### src/rtl/shift_pkg.sv
// Shared definitions for the RV64I shift execute stage: shift codes, opcode/funct
// constants, FSM states and the combinational shift-instruction decoder.
package shift_pkg;

    typedef enum logic [1:0] {
        SH_LEFT = 2'b00,
        SH_SRL  = 2'b01,
        SH_SRA  = 2'b10
    } shift_code_e;

    typedef enum logic [1:0] {
        IDLE,
        DECODE,
        EXEC,
        DONE
    } state_e;

    localparam logic [6:0] OP_IMM   = 7'b0010011;
    localparam logic [6:0] OP       = 7'b0110011;
    localparam logic [6:0] OP_IMM32 = 7'b0011011;
    localparam logic [6:0] OP32     = 7'b0111011;

    localparam logic [2:0] F3_SLL = 3'b001;
    localparam logic [2:0] F3_SR  = 3'b101;

    localparam logic [6:0] F7_BASE = 7'b0000000;
    localparam logic [6:0] F7_ALT  = 7'b0100000;
    localparam logic [5:0] F6_BASE = 6'b000000;
    localparam logic [5:0] F6_ALT  = 6'b010000;

    typedef struct packed {
        logic        legal;
        logic        is_w;
        shift_code_e code;
        logic [5:0]  n;
    } dec_t;

    // Illegal encodings collapse to a left shift by zero so the datapath stays inert.
    function automatic dec_t decode_shift(input logic [31:0] instr, input logic [5:0] rs2_lo);
        dec_t       d;
        logic       base;
        logic       alt;
        logic [2:0] f3;
        d.legal = 1'b0;
        d.is_w  = 1'b0;
        d.code  = SH_LEFT;
        d.n     = 6'd0;
        base    = 1'b0;
        alt     = 1'b0;
        f3      = instr[14:12];
        case (instr[6:0])
            OP_IMM: begin
                base = (instr[31:26] == F6_BASE);
                alt  = (instr[31:26] == F6_ALT);
                d.n  = instr[25:20];
            end
            OP: begin
                base = (instr[31:25] == F7_BASE);
                alt  = (instr[31:25] == F7_ALT);
                d.n  = rs2_lo;
            end
            OP_IMM32: begin
                base   = (instr[31:25] == F7_BASE);
                alt    = (instr[31:25] == F7_ALT);
                d.n    = {1'b0, instr[24:20]};
                d.is_w = 1'b1;
            end
            OP32: begin
                base   = (instr[31:25] == F7_BASE);
                alt    = (instr[31:25] == F7_ALT);
                d.n    = {1'b0, rs2_lo[4:0]};
                d.is_w = 1'b1;
            end
            default: begin
                base = 1'b0;
                alt  = 1'b0;
            end
        endcase
        if (f3 == F3_SLL && base) begin
            d.legal = 1'b1;
            d.code  = SH_LEFT;
        end else if (f3 == F3_SR && base) begin
            d.legal = 1'b1;
            d.code  = SH_SRL;
        end else if (f3 == F3_SR && alt) begin
            d.legal = 1'b1;
            d.code  = SH_SRA;
        end
        if (!d.legal) begin
            d.code = SH_LEFT;
            d.n    = 6'd0;
            d.is_w = 1'b0;
        end
        return d;
    endfunction

endpackage

### src/rtl/Deslocamento.sv
// Existing 64-bit barrel shifter: 00 left, 01 logical right, 10 arithmetic right.
module Deslocamento (
    input  logic [1:0]  Shift,
    input  logic [63:0] Entrada,
    input  logic [5:0]  N,
    output logic [63:0] Saida
);

    always_comb begin
        case (Shift)
            2'b00:   Saida = Entrada << N;
            2'b01:   Saida = Entrada >> N;
            2'b10:   Saida = $signed(Entrada) >>> N;
            default: Saida = Entrada;
        endcase
    end

endmodule

### src/rtl/shift_exec_stage.sv
// Four-state execute stage for RV64I shifts: latch, decode, shift, then deliver a
// one-cycle write-back pulse to the register file.
module shift_exec_stage
    import shift_pkg::*;
#(
    parameter int XLEN = 64,
    parameter int SHW  = 6
) (
    input  logic            clk,
    input  logic            reset,
    input  logic            start,
    input  logic [31:0]     instr,
    input  logic [XLEN-1:0] rs1_val,
    input  logic [XLEN-1:0] rs2_val,
    output logic            busy,
    output logic            done,
    output logic            illegal,
    output logic [4:0]      rd_addr,
    output logic            rd_we,
    output logic [XLEN-1:0] result
);

    state_e          r_state;
    logic [31:0]     r_instr;
    logic [XLEN-1:0] r_rs1;
    logic [SHW-1:0]  r_rs2_lo;
    shift_code_e     r_code;
    logic [SHW-1:0]  r_n;
    logic [XLEN-1:0] r_in;
    logic            r_is_w;
    logic            r_legal;
    logic            r_busy;
    logic            r_done;
    logic            r_illegal;
    logic            r_rd_we;
    logic [4:0]      r_rd_addr;
    logic [XLEN-1:0] r_result;

    dec_t            w_dec;
    logic [XLEN-1:0] w_in;
    logic [XLEN-1:0] w_saida;
    logic [XLEN-1:0] w_res;

    assign w_dec = decode_shift(r_instr, r_rs2_lo);

    // W-form right shifts see only the low word, extended to match the shift kind.
    always_comb begin
        w_in = r_rs1;
        if (w_dec.is_w && w_dec.code == SH_SRL) begin
            w_in = {{(XLEN-32){1'b0}}, r_rs1[31:0]};
        end else if (w_dec.is_w && w_dec.code == SH_SRA) begin
            w_in = {{(XLEN-32){r_rs1[31]}}, r_rs1[31:0]};
        end
    end

    Deslocamento u_shifter (
        .Shift   (r_code),
        .Entrada (r_in),
        .N       (r_n),
        .Saida   (w_saida)
    );

    always_comb begin
        w_res = w_saida;
        if (!r_legal) begin
            w_res = '0;
        end else if (r_is_w) begin
            w_res = {{(XLEN-32){w_saida[31]}}, w_saida[31:0]};
        end
    end

    always_ff @(posedge clk or posedge reset) begin
        if (reset) begin
            r_state   <= IDLE;
            r_instr   <= '0;
            r_rs1     <= '0;
            r_rs2_lo  <= '0;
            r_code    <= SH_LEFT;
            r_n       <= '0;
            r_in      <= '0;
            r_is_w    <= 1'b0;
            r_legal   <= 1'b0;
            r_busy    <= 1'b0;
            r_done    <= 1'b0;
            r_illegal <= 1'b0;
            r_rd_we   <= 1'b0;
            r_rd_addr <= '0;
            r_result  <= '0;
        end else begin
            r_done    <= 1'b0;
            r_illegal <= 1'b0;
            r_rd_we   <= 1'b0;
            case (r_state)
                IDLE: begin
                    if (start) begin
                        r_instr  <= instr;
                        r_rs1    <= rs1_val;
                        r_rs2_lo <= rs2_val[SHW-1:0];
                        r_busy   <= 1'b1;
                        r_state  <= DECODE;
                    end
                end
                DECODE: begin
                    r_code  <= w_dec.code;
                    r_n     <= w_dec.n;
                    r_in    <= w_dec.legal ? w_in : '0;
                    r_is_w  <= w_dec.is_w;
                    r_legal <= w_dec.legal;
                    r_state <= EXEC;
                end
                EXEC: begin
                    r_result <= w_res;
                    r_state  <= DONE;
                end
                DONE: begin
                    r_done    <= 1'b1;
                    r_illegal <= !r_legal;
                    r_rd_we   <= r_legal && (r_instr[11:7] != 5'd0);
                    r_rd_addr <= r_instr[11:7];
                    r_busy    <= 1'b0;
                    r_state   <= IDLE;
                end
                default: r_state <= IDLE;
            endcase
        end
    end

    assign busy    = r_busy;
    assign done    = r_done;
    assign illegal = r_illegal;
    assign rd_addr = r_rd_addr;
    assign rd_we   = r_rd_we;
    assign result  = r_result;

endmodule

### config.mk
export PLATFORM = sky130hd
export DESIGN_NAME = shift_exec_stage
export DESIGN_NICKNAME = d
export VERILOG_FILES = /design/src/rtl/shift_pkg.sv /design/src/rtl/Deslocamento.sv /design/src/rtl/shift_exec_stage.sv
export SDC_FILE = /design/constraint.sdc
export NUM_CORES = 1
export LEC_CHECK = 0
export CAP_MARGIN = 0
export CELL_PAD_IN_SITES_DETAIL_PLACEMENT = 1
export CELL_PAD_IN_SITES_GLOBAL_PLACEMENT = 1
export CORE_MARGIN = 2
export CORE_UTILIZATION = 45
export DETAILED_ROUTE_END_ITERATION = 8
export PLACE_DENSITY_LB_ADDON = 0.1
export SLEW_MARGIN = 5
export SYNTH_ARGS = -nofsm -noshare
export SYNTH_HDL_FRONTEND = slang
export SYNTH_SLANG_ARGS = --single-unit
### constraint.sdc
create_clock -name clk -period 9.75 [get_ports clk]
set_input_delay 1.4625 -clock clk [delete_from_list [all_inputs] [get_ports clk]]
set_output_delay 1.4625 -clock clk [all_outputs]
set_load 0.05 [all_outputs]
==> key figures, run 1 <==
Status
  – Outcome: finished, final reports clean

Timing
  – Clock Skew: around 33 ps
  – Worst slew margin: about 2.1%
  – Worst-Margin Slew: 1450 ps
  – Final Setup Violations: 0
  – Crit path time final: 4830 ps
  – Setup TNS: 0 ps
  – Tcrit/Tclk final: 49.5%
  – Fin. Hold Viols: 0
  – Highest Clock Rate: 207 MHz
  – RSZ-0062 raised after global routing: false
  – Max Slew Vio Count: 0

Run
  – Max Cap Viol: 0

Global route
  – Vias in the first global route: 21308
  – All-Layer GR Usage: 47.3%
  – Antenna violations before repair: 10
  – First-pass GRT wire length: 162 mm
  – GRT overflow: 0
  – Largest net degree at the start of global routing: 118

Critical path
  – Crit path largest cell delay: just under 900 ps
  – Worst r2r path cells: 8
  – Worst r2r dst: result[54]$_DFFE_PP0P_
  – CP max FO: 49
  – Cells along the critical path: buf_4 -> nand2b_1 -> o22ai_1 -> mux2i_1 -> mux2_2 -> o21ai_0 -> nor3_1 -> o32ai_1
  – Crit end category: register
  – Required time of the critical path: 10260 ps
  – Slowest cell on crit path: dfrtp_4
  – R2R Path Start: r_n[0]$_DFFE_PP0N_
  – Worst R2R Setup Slack: 4920 ps
  – Setup CP Type: reg -> reg
  – CP arrival: 5330 ps
  – Crit start category: register

Finish
  – Most frequent cells in the layout: dfrtp_1, nand2_1, clkdlybuf4s50_1, mux2_2, mux4_2
  – # nets final: 2335
  – Area delta synth->final: 12.6%
  – Finished Cell Area: roughly 23000 sq um
  – Share of layout cells above drive strength 1: approximately a fifth
  – Commonest non-fill, non-tap cell in the layout: dfrtp_1
  – Fillers: 5007

Die
  – I/O Pins: 236
  – Die area: 48000 sq um
  – Initial core utilization: 45.8%
  – Die width: ~220 um
  – Site Rows: 78
  – Die Ht: approximately 220 um
  – Core Region: 45500 sq um

Routing
  – Vias/cell: about 7.6
  – Initial DRC count: 3550
  – Final wirelength: 113 mm
  – Residual DRC count: 0
  – Routed length per instance: between 40 and 50 um
  – DR vias: 21323
  – First-pass DRT Iterations: 6
  – Remaining antenna violation count: 0

Clocking
  – Clk sinks: about 250
  – Total CTS buffers: 29
  – # resized after CTS: 0
  – H-Tree Depth: 1
  – Clk slew on worst S/H paths: 60 ps
  – Clock Root Buffer: clkbuf_16
  – Worst-skew pair later-pin latency: 620 ps
  – CTS tree: built
  – Clk buf depth: 3
  – Hold buffer count at CTS: 0
  – Post-CTS Setup Inserts: 0

Placement
  – DP HPWL: 79.4 mm
  – # port buffers: 172
  – GP Congestion: 1.04
  – Dpl cell area: 22500 sq um

Worst hold path
  – Worst hold path type: reg -> reg
  – Worst Hold Launch: result[38]$_DFFE_PP0P_
  – Hold Path Stages: 1
  – Endpoint, Worst Hold: result[38]$_DFFE_PP0P_

Logic synthesis
  – Synth cell types: 94
  – Ys Warns: 0
  – Mapped Area: between 20000 and 25000 sq um
  – Top_reg_cell synth: dfrtp_1
  – Avg Inst Size Synth: 9.61 sq um
  – #FFs+latches synth: 246
  – Syn Nets: 2333
  – Cells after Synth: about 2200
  – Share of flip-flops with an asynchronous set or reset: between 90% and 100%
  – Sequential area share after synthesis: 29.6%
  – EDFF count, synth: 0

Pwr
  – P_leak: 8.73 nW
  – Cell Pwr Density: around 140 nW/um^2
  – Maximum vdd drop: ~0.00021 V
## power breakdown
part	internal (mW)	switching (mW)
sequential	1.25	0.184
combinational	0.356	0.434
clock	0.624	0.486
total	2.23	1.10
## stage by stage
stage | hold slack [ps] | total power, mW | util (%) | cells | setup slack, ps
finish | 483 | 3.34 | 51.6 | 2795 | 4920
global route | 511 | 3.44 | 51.5 | 2789 | 5000
CTS | 489 | 3.34 | 51.5 | 2788 | 5250
detailed placement | 473 | 2.18 | 49.5 | 2737 | 5270
global placement | 455 | 2.09 | 49.5 | 2737 | 5400
floorplan | 444 | 1.90 | - | 2166 | 1530
## logic make-up after synthesis
family | Yosys count | synth area share (%)
compound gates | 629 | 20.5
flops | 246 | 29.6
simple gates | 504 | 10.7
fa+ha+maj | 5 | 0.294
xor+xnor | 2 | 0.0841
mux | 434 | 30.9
buf+inv | 346 | 7.87
## cells in the mapped netlist (16+ instances only)
cell type	number	area (sq um)
a211oi_1	23	173
a21oi_1	122	611
a221oi_1	22	193
a22oi_1	34	255
a31oi_1	18	113
buf_1	16	60.1
buf_2	54	270
buf_4	21	158
clkbuf_1	145	544
dfrtp_1	246	6160
inv_1	90	338
mux2_2	154	1730
mux2i_1	127	1270
mux4_2	139	3130
nand2_1	238	893
nand2b_1	16	100
nand3_1	24	120
nor2_1	118	443
nor3_1	31	155
o211ai_1	32	240
o21ai_0	117	586
o221ai_1	17	149
o22ai_1	72	450
o2bb2ai_1	22	193
o31ai_1	16	120
## critical path, delay by kind of cell (launching register included)
family	cells	cell delay (ps)
AO/OA/AOI/OAI	3	1630
buffers and inverters	1	650
flip-flops	1	880
multiplexers	2	850
AND/OR/NAND/NOR	2	640
## sequential cells by signal (all words and copies together) (netlist names), 2 cells and up
signal,cells
r_in,64
r_rs1,64
result,64
r_instr,27
r_n,6
r_rs2_lo,6
rd_addr,5
r_code,2
r_state,2
## metal layers
metal | up-vias | share of wire (%) | track usage, %
met4 | 8 | 7.3 | 27.0
li1 | 8211 | - | -
met3 | 447 | 13 | 15.4
met1 | 10823 | 37 | 60.7
met2 | 1834 | 43 | 69.9
met5 | - | 0.15 | 1.98
## worst max-delay path by stage
stage | slack, ps | to | cells after the start | from
after global routing | 5000 | result[54]$_DFFE_PP0P_ | 8 | r_n[0]$_DFFE_PP0N_
final | 4920 | result[54]$_DFFE_PP0P_ | 8 | r_n[0]$_DFFE_PP0N_
after global placement | 5400 | result[54]$_DFFE_PP0P_ | 8 | r_n[0]$_DFFE_PP0N_
after floorplan | 1530 | busy$_DFFE_PP0P_ | 1 | reset
after CTS | 5250 | result[47]$_DFFE_PP0P_ | 9 | r_n[1]$_DFFE_PP0N_
after detailed placement | 5270 | result[47]$_DFFE_PP0P_ | 9 | r_n[1]$_DFFE_PP0N_
## final cells by class
cell class / instances / area [sq um] / share of cell area [%]
Multi-Input combinational cell: 1574 / 13100 / 55.8
Sequential cell: 246 / 6180 / 26.3
Timing Repair Buffer: 223 / 2130 / 9.08
Clock buffer: 46 / 890 / 3.79
Tap cell: 600 / 751 / 3.20
Inverter: 94 / 362 / 1.54
Clock inverter: 5 / 46.3 / 0.197
Antenna cell: 7 / 17.5 / 0.0747
Power figures use the tool's default switching activity.
==> run 2, diff against run 1 <==
- clock period: 9.75 -> 4.9 ns (I/O delays scaled with it)
==> key figures, run 2 (synthesis results as in run 1) <==
Status
  – Outcome: finished, final reports clean

Clocking
  – CTS tree: built
  – # resized after CTS: 0 (unchanged)
  – Clk sinks: 246 (unchanged)
  – Hold buffer count at CTS: 0 (unchanged)
  – Post-CTS Setup Inserts: 0 (unchanged)
  – Total CTS buffers: 29 (unchanged)
  – Worst-skew pair later-pin latency: 600 ps (-20 ps)
  – Clk slew on worst S/H paths: 60 ps (about the same)
  – Clk buf depth: 3 (unchanged)
  – Clock Root Buffer: clkbuf_16
  – H-Tree Depth: 1 (unchanged)

Routing
  – Routed length per instance: 39.4 um (-2.8%)
  – Remaining antenna violation count: 0 (unchanged)
  – DR vias: 21317 (-0.028%)
  – Initial DRC count: 3370 (-5.1%)
  – Residual DRC count: 0 (unchanged)
  – Vias/cell: 7.47 (-2.1%)
  – Final wirelength: 113 mm (-0.73%)
  – First-pass DRT Iterations: 6 (unchanged)

Global route
  – GRT overflow: 0 (unchanged)
  – Largest net degree at the start of global routing: 129 (+9.3%)
  – First-pass GRT wire length: 161 mm (-0.42%)
  – All-Layer GR Usage: 46.8% (-0.50 points)
  – Vias in the first global route: 21603 (+1.4%)
  – Antenna violations before repair: 7 (-3)

Die
  – Core Region: 45500 sq um (unchanged)
  – Die width: 219 um (unchanged)
  – I/O Pins: 236 (unchanged)
  – Die area: 48000 sq um (unchanged)
  – Die Ht: 219 um (unchanged)
  – Initial core utilization: 45.8% (unchanged)
  – Site Rows: 78 (unchanged)

Finish
  – Post-layout util: 52.7% (+1.2 points)
  – Most frequent cells in the layout: dfrtp_1, nand2_1, clkdlybuf4s50_1, mux2_2, mux4_2
  – Share of layout cells above drive strength 1: 22.2% (+2.2 points)
  – Finished Cell Area: 24000 sq um (+2.3%)
  – Commonest non-fill, non-tap cell in the layout: dfrtp_1
  – Area delta synth->final: 15.2%
  – # nets final: 2394 (+2.5%)
  – Final cell count without fillers: 2855 (+2.1%)
  – Fillers: 5049 (+0.84%)

Critical path
  – Family with the most delay on the worst path: compound AO/OA/AOI/OAI gates
  – Required time of the critical path: 5360 ps (-4900 ps)
  – Slowest cell on crit path: dfrtp_4
  – CP most frequent cell: o2bb2ai_1
  – Crit path largest cell delay: 1020 ps (+140 ps)
  – Crit start category: register
  – Setup CP Type: reg -> reg
  – Crit end category: register
  – CP Buf/Inv Count: 1 (unchanged)
  – CP arrival: 4500 ps (-830 ps)
  – Cells along the critical path: buf_4 -> mux4_1 -> mux2_2 -> o21ai_0 -> o2bb2ai_1 -> nor3_1 -> o2bb2ai_1
  – CP max FO: 54 (+10%)

Timing
  – Tcrit/Tclk final: 82.4% (+33 points)
  – Final setup margin: 860 ps (-4060 ps)
  – Max Slew Vio Count: 0 (unchanged)
  – Highest Clock Rate: 248 MHz (+19%)
  – Hold slack: 492 ps (+8.47 ps)
  – Final Setup Violations: 0 (unchanged)
  – Worst-Margin Slew: 1240 ps (-216 ps)
  – Crit path time final: 4040 ps (-788 ps)
  – Worst slew margin: 15.1% (+13 points)
  – Clock Skew: 14.1 ps (-19.3 ps)
  – RSZ-0062 raised after global routing: false
  – Fin. Hold Viols: 0 (unchanged)
  – Setup TNS: 0 ps (unchanged)

Placement
  – # port buffers: 172 (unchanged)
  – Pre-CTS WS: 1050 ps (-4230 ps)
  – DP HPWL: 80.5 mm (+1.4%)
  – Placed cell count: 2796 (+2.2%)
  – Dpl cell area: 23000 sq um (+2.2%)
  – GP Congestion: 1.08 (+3.7%)

Run
  – Max Cap Viol: 0 (unchanged)

Pwr
  – Maximum vdd drop: 0.000381 V (+85%)
  – P_leak: 9.05 nW (+3.7%)
  – Cell Pwr Density: 278 nW/um^2 (+95%)
  – Tot Pwr: 6.66 mW (+100%)

Worst hold path
  – Worst hold path type: reg -> reg
run 2: changes by cell type in the layout (fill, tap and decap cells not counted), sizes merged:
cell	before	now
inv	92	93
clkbuf	46	41
clkinvlp	0	3
buf	51	110
diode	7	5
clkinv	7	9
bufinv	0	2
run 2: power breakdown:
| part | internal [mW] | total, mW | leakage, nW | switching, mW |
|---|---|---|---|---|
| Clock | 1.29 | 2.28 | 0.476 | 0.990 |
| Combinational | 0.725 | 1.56 | 5.38 | 0.834 |
| Sequential | 2.49 | 2.82 | 3.20 | 0.332 |
| Total | 4.51 | 6.66 | 9.05 | 2.16 |
run 2: layout make-up:
| cell class | count | area [sq um] | area share (%) |
|---|---|---|---|
| Antenna cell | 5 | 12.5 | 0.0522 |
| Clock buffer | 41 | 831 | 3.46 |
| Clock inverter | 13 | 141 | 0.589 |
| Inverter | 94 | 358 | 1.49 |
| Multi-Input combinational cell | 1574 | 13100 | 54.5 |
| Sequential cell | 246 | 6170 | 25.7 |
| Tap cell | 600 | 751 | 3.13 |
| Timing Repair Buffer | 282 | 2650 | 11.0 |
run 2: routing by layer:
metal / up-vias / GRT usage [%] / wire length (um)
li1: 8335 / - / -
met1: 10811 / 59.7 / 41500
met2: 1702 / 69.0 / 48000
met3: 461 / 15.7 / 14500
met4: 8 / 27.6 / 8560
met5: - / 0 / 49
run 2: path summary, 6_finish.rpt:
kind,slack (ps),startpoint,cells after the start,end
setup / recovery,860,r_n[1]$_DFFE_PP0N_,7,result[22]$_DFFE_PP0P_
hold reg to reg,490,result[43]$_DFFE_PP0P_,1,result[43]$_DFFE_PP0P_
min in group asynchronous,660,reset,3,r_instr[26]$_DFFE_PP0P_
max in group asynchronous,3550,reset,3,result[19]$_DFFE_PP0P_
hold / removal,490,result[43]$_DFFE_PP0P_,1,result[43]$_DFFE_PP0P_
setup reg to reg,860,r_n[1]$_DFFE_PP0N_,7,result[22]$_DFFE_PP0P_
run 2: worst register-to-register path, cell delays in order (launching register included):
cell and delay [ps]:
dfrtp_4 1020, buf_4 470, mux4_1 680, mux2_2 340, o21ai_0 770, o2bb2ai_1 200, nor3_1 280, o2bb2ai_1 130
